`config.mk`:
```
export PLATFORM = sky130hd
export DESIGN_NAME = oam_cpu_port
export DESIGN_NICKNAME = d
export VERILOG_FILES = /design/src/rtl/oam_cpu_port.sv
export SDC_FILE = /design/constraint.sdc
export NUM_CORES = 1
export LEC_CHECK = 0
export ABC_AREA = 1
export CORE_MARGIN = 3
export CORE_UTILIZATION = 51
export DETAILED_ROUTE_END_ITERATION = 8
export PLACE_DENSITY = 0.87
export RECOVER_POWER = 100
export SETUP_SLACK_MARGIN = 0.4
export SYNTH_ARGS = -nofsm -noshare
export SYNTH_HDL_FRONTEND = slang
export SYNTH_SLANG_ARGS = --single-unit
```
`constraint.sdc`:
```
create_clock -name clk -period 2.6 [get_ports clk]
set_input_delay 0.39 -clock clk [delete_from_list [all_inputs] [get_ports clk]]
set_output_delay 0.39 -clock clk [all_outputs]
set_load 0.005 [all_outputs]
```
`src/rtl/oam_cpu_port.sv`:
```
// oam_cpu_port: CPU access port for sprite OAM (low/high tables, address reload, read pipeline)
module oam_cpu_port (
  input  logic        clk,
  input  logic        resetn,
  input  logic        reg_we,
  input  logic        reg_re,
  input  logic [1:0]  reg_addr,
  input  logic [7:0]  reg_din,
  output logic [7:0]  reg_dout,
  output logic        rd_valid,
  output logic        busy,
  input  logic        reload,
  output logic        lo_we,
  output logic [7:0]  lo_addr,
  output logic [15:0] lo_din,
  input  logic [15:0] lo_dout,
  output logic        hi_we,
  output logic [4:0]  hi_addr,
  output logic [7:0]  hi_din,
  input  logic [7:0]  hi_dout,
  output logic        prio_rot,
  output logic [6:0]  prio_base
);
  localparam logic [1:0] IDLE = 2'd0, ADDR = 2'd1, DATA = 2'd2;
  logic [1:0] state;
  logic [8:0] rld, rld_n;
  logic [9:0] ba, ba_n;
  logic [7:0] lat;
  logic [1:0] rsel;
  logic       wr_ok, rd_ok, wr_data;
  assign busy      = state != IDLE;
  assign wr_ok     = reg_we && !busy && reg_addr != 2'd3;
  assign rd_ok     = reg_re && !busy && reg_addr == 2'd3 && !wr_ok;
  assign wr_data   = wr_ok && reg_addr == 2'd2;
  assign prio_base = prio_rot ? rld[7:1] : 7'd0;
  // next reload word and byte address; a reload or address write beats the auto-increment
  always_comb begin
    rld_n = rld;
    if (wr_ok && reg_addr == 2'd0) rld_n[7:0] = reg_din;
    if (wr_ok && reg_addr == 2'd1) rld_n[8] = reg_din[0];
    ba_n = (reload || (wr_ok && !reg_addr[1])) ? {rld_n, 1'b0} : (wr_data || rd_ok) ? ba + 10'd1 : ba;
  end
  // register state, one-cycle memory strobes off the old address, and the 3-cycle read pipeline
  always_ff @(posedge clk or negedge resetn) begin
    if (!resetn) begin
      state    <= IDLE;
      rld      <= '0;
      ba       <= '0;
      lat      <= '0;
      rsel     <= '0;
      prio_rot <= 1'b0;
      reg_dout <= '0;
      rd_valid <= 1'b0;
      lo_we    <= 1'b0;
      lo_addr  <= '0;
      lo_din   <= '0;
      hi_we    <= 1'b0;
      hi_addr  <= '0;
      hi_din   <= '0;
    end else begin
      rld   <= rld_n;
      ba    <= ba_n;
      lo_we <= wr_data && !ba[9] && ba[0];
      hi_we <= wr_data && ba[9];
      if (wr_ok && reg_addr == 2'd1) prio_rot <= reg_din[7];
      if (wr_data && !ba[9] && !ba[0]) lat <= reg_din;
      if (wr_data || rd_ok) begin
        lo_addr <= ba[8:1];
        hi_addr <= ba[4:0];
        rsel    <= {ba[9], ba[0]};
      end
      if (wr_data) begin
        lo_din <= {reg_din, lat};
        hi_din <= reg_din;
      end
      rd_valid <= state == DATA;
      if (state == DATA) reg_dout <= rsel[1] ? hi_dout : rsel[0] ? lo_dout[15:8] : lo_dout[7:0];
      state <= rd_ok ? ADDR : state == ADDR ? DATA : IDLE;
    end
  end
endmodule
```
==> impl_metrics.toml <==
[clock_tree]
clock_insertion_delay_worst_skew_ns = 0.34
clock_sink_count = 67
htree_num_levels = 3
post_cts.resized_instances = 0
cts.path.max_buffers = 2
cts_root_buffer = "sky130_fd_sc_hd__clkbuf_8"
numCtsBuffers = 9
cts.repair_timing.setup_buffer_count = 0
path_clk_slew_ns = 0.06
cts_hold_repair.buffers = 0
tritoncts_clock_tree = "done"

[synth]
synth.yosys.warnings = 0
number_of_enable_type_register_cells_in_the_synthesized_netlist = 0
yosys_most_used_dff = "sky130_fd_sc_hd__dfrtp_1"
postSynthCellCount = 364
asyncSetResetFlopFracSynth_pct = 100
synth_simple_gate_area_share_pct = 24.9
synth_area_leader_cell = "sky130_fd_sc_hd__dfrtp_1"
synth-adder-area-share_pct = 0.385
synth_sequential_area_ratio_pct = 51.6
synthesis.area_per_instance_um2 = 8.93
postSynthNetCount = 404
ys_seq_elements = 67
synth.cell_area_um2 = 3250
synthMuxAreaShare_pct = 3.00
post_synth_main_area_contributors = "sky130_fd_sc_hd__dfrtp_1, sky130_fd_sc_hd__nand2_1, sky130_fd_sc_hd__nand3_1, sky130_fd_sc_hd__inv_1, sky130_fd_sc_hd__o21ai_2"
share_of_the_synthesized_area_in_compound_gates_ao_oa_aoi_oai_pct = 9.27
synth_top_cell_area_share_pct = 51.6
ys_types = 30
largest_family_of_logic_cells_by_synthesized_area = "simple AND/OR/NAND/NOR gates"
post_synth_xor_area_fraction_pct = 0.808

[routing]
dr_total_vias = 2736
drt_pre_antenna_iters = 4
drt_drc_violations_left = 0
routed_wl_mm = 7.88
wl_per_cell_um = 14.9
drt_first_iter_violations = 224
post_drt_via_cell_ratio = 5.18
antenna_violating_nets_post_route = 0

[sta]
timing.final.hold_violations = 0
finalWorstSetupSlack_ns = 0.426
max-slew-margin-rel_pct = -17.8
finalCritPeriodShare_pct = 83.6
clock.fmax_mhz = 460
grt_setup_unrepaired = "false"
period_needed_ns = 2.17
final_slew_violations = 32
setup_viol = 0
finalClockSkew_ns = 0.00777
timing.hold.ws_ns = 0.479
worst-slew-pin-transition_ns = 1.77
fin_setup_tns_ns = 0

[layout]
final_cell_count_no_fill = 528
multi_input_comb_area_um2 = 1170
post-route-cell-area_um2 = 4260
finalCoreUtilization_pct = 70.3
layout-drive-gt1-share_pct = 6.84
antennaDiodeCount = 0
n_fill_cell = 475
nets = 489
synthToLayoutAreaGrowth_pct = 30.9
layout.area.seq_um2 = 1680

[run_status]
outcome = "finished with violations"
failed_checks = "capacitance limit, slew limit"

[grt]
first_global_vias = 2778
gr-usage-met2_pct = 37.6
groute.layer.met1.usage_pct = 28.8
grt_most_used_layer = "met2"
gr_met3_demand_resource_pct = 4.42
grt_overflow_total = 0
grt_antenna_before_repair = 0
grt.total_usage_pct = 22.8
grt_first_pass_wirelength_mm = 13.1
grt_start_max_net_pins = 37

[placed_design]
dpl.cell_count = 513
place_area_um2 = 4150
io_buffer_count = 95
post_placement_worst_setup_slack_ns = 0.485
globalplace.congestion = 0.830
dp_hpwl_mm = 5.92

[worst_setup_path]
worstSetupPathType = "input pin to flip-flop"
setup.worst_path.end_class = "flip-flop"
worstPathRequired_ns = 2.87
timing.reg2reg.setup_slack_ns = 0.60
worst_ep_arrival_time_ns = 2.44
critical_path.max_fanout = 14
worstSetupStartpointType = "input pin"

[min_path]
worst_hold_path_class = "flip-flop to flip-flop"

[pwr]
power_density_nw_per_um2 = 754
power.leakage_nw = 2.13
power_mw = 3.21
ir_drop_mv = 0.415

[die]
num_rows = 28
core-area_um2 = 6060
floorplan.initialDensity_pct = 53.7
die_w_um = 85.9
die_area_um2 = 7370
boundaryPins = 96
floorplan.die.height_um = 85.9

[job]
max_cap_violations = 1
==> worst paths after layout <==
kind,endpoint,depth (start not counted),from
max in group asynchronous,lo_addr[7],1,resetn
worst min register to register,lo_addr[4],2,lo_addr[4]
min in group asynchronous,lo_din[3],1,resetn
worst max-delay path,ba[8],8,reg_addr[1]
worst min-delay path,lo_addr[4],2,lo_addr[4]
worst max register to register,ba[8],6,state[0]
==> cells in the final DEF (no fill, tap or decap), types with 2 or more instances in the layout <==
cell type,n
sky130_fd_sc_hd__inv_1,39
sky130_fd_sc_hd__nor2_1,13
sky130_fd_sc_hd__clkdlybuf4s50_1,37
sky130_fd_sc_hd__inv_2,2
sky130_fd_sc_hd__dfrtp_1,67
sky130_fd_sc_hd__clkbuf_1,2
sky130_fd_sc_hd__o211ai_1,8
sky130_fd_sc_hd__mux2_1,2
sky130_fd_sc_hd__o21ai_0,34
sky130_fd_sc_hd__nand4_1,6
sky130_fd_sc_hd__clkinv_2,2
sky130_fd_sc_hd__xnor2_1,2
sky130_fd_sc_hd__mux2_2,6
sky130_fd_sc_hd__dlygate4sd3_1,57
sky130_fd_sc_hd__nand3_1,38
sky130_fd_sc_hd__nand2_1,105
sky130_fd_sc_hd__o21ai_2,2
sky130_fd_sc_hd__clkbuf_8,12
sky130_fd_sc_hd__clkinv_1,2
sky130_fd_sc_hd__and2_0,6
==> routing by layer <==
metal | wire length (um) | up-vias
met1 | 3260 | 1272
met3 | 560 | 20
li1 | - | 1335
met4 | 208 | 0
met5 | 0 | -
met2 | 3850 | 109
==> cell type report <==
type	instances	area share [%]
multi-input combinational	231	27.6
inverter	43	3.79
clock buffer	13	3.97
tap	75	2.20
timing repair buffer	97	22.8
clock inverter	2	0.235
sequential	67	39.4
==> power by group <==
group	switching, mW	internal [mW]	leakage [nW]
sequential	0.167	1.30	0.822
clock	0.373	0.416	0.0953
combinational	0.432	0.519	1.21
==> worst max-delay path: stages <==
cell	delay (ns)
sky130_fd_sc_hd__dlygate4sd3_1	0.62
sky130_fd_sc_hd__inv_1	0.12
sky130_fd_sc_hd__nor2_1	0.08
sky130_fd_sc_hd__nand3_4	0.07
sky130_fd_sc_hd__nand2_1	0.29
sky130_fd_sc_hd__nor2_1	0.58
sky130_fd_sc_hd__nand2_1	0.15
sky130_fd_sc_hd__nand3_1	0.13
==> sequential cells by signal, summed over array words and instances, names as in the netlist <==
signal	flops
rd_valid	1
hi_we	1
hi_addr	1
rsel	1
reg_dout	8
lo_din	16
state	2
lo_addr	8
lat	8
prio_rot	1
rld	9
ba	10
lo_we	1
==> synthesized netlist by cell type (4+ instances only) <==
| cell | instances |
|---|---|
| sky130_fd_sc_hd__nand3_1 | 38 |
| sky130_fd_sc_hd__nand4_1 | 6 |
| sky130_fd_sc_hd__o211ai_1 | 8 |
| sky130_fd_sc_hd__clkbuf_1 | 4 |
| sky130_fd_sc_hd__nand2_1 | 103 |
| sky130_fd_sc_hd__nor2_2 | 4 |
| sky130_fd_sc_hd__o21ai_2 | 14 |
| sky130_fd_sc_hd__dfrtp_1 | 67 |
| sky130_fd_sc_hd__nor2_1 | 9 |
| sky130_fd_sc_hd__buf_4 | 15 |
| sky130_fd_sc_hd__inv_2 | 4 |
| sky130_fd_sc_hd__mux2_2 | 6 |
| sky130_fd_sc_hd__and2_1 | 7 |
| sky130_fd_sc_hd__inv_1 | 37 |
| sky130_fd_sc_hd__o21ai_0 | 22 |
==> cells by family after synthesis <==
group	count (synthesis)
simple gates	174
flops	67
buf+inv	66
compound gates	45
mux	8
xor+xnor	3
fa+ha+maj	1
No activity file was read; power rests on OpenSTA's default activity.
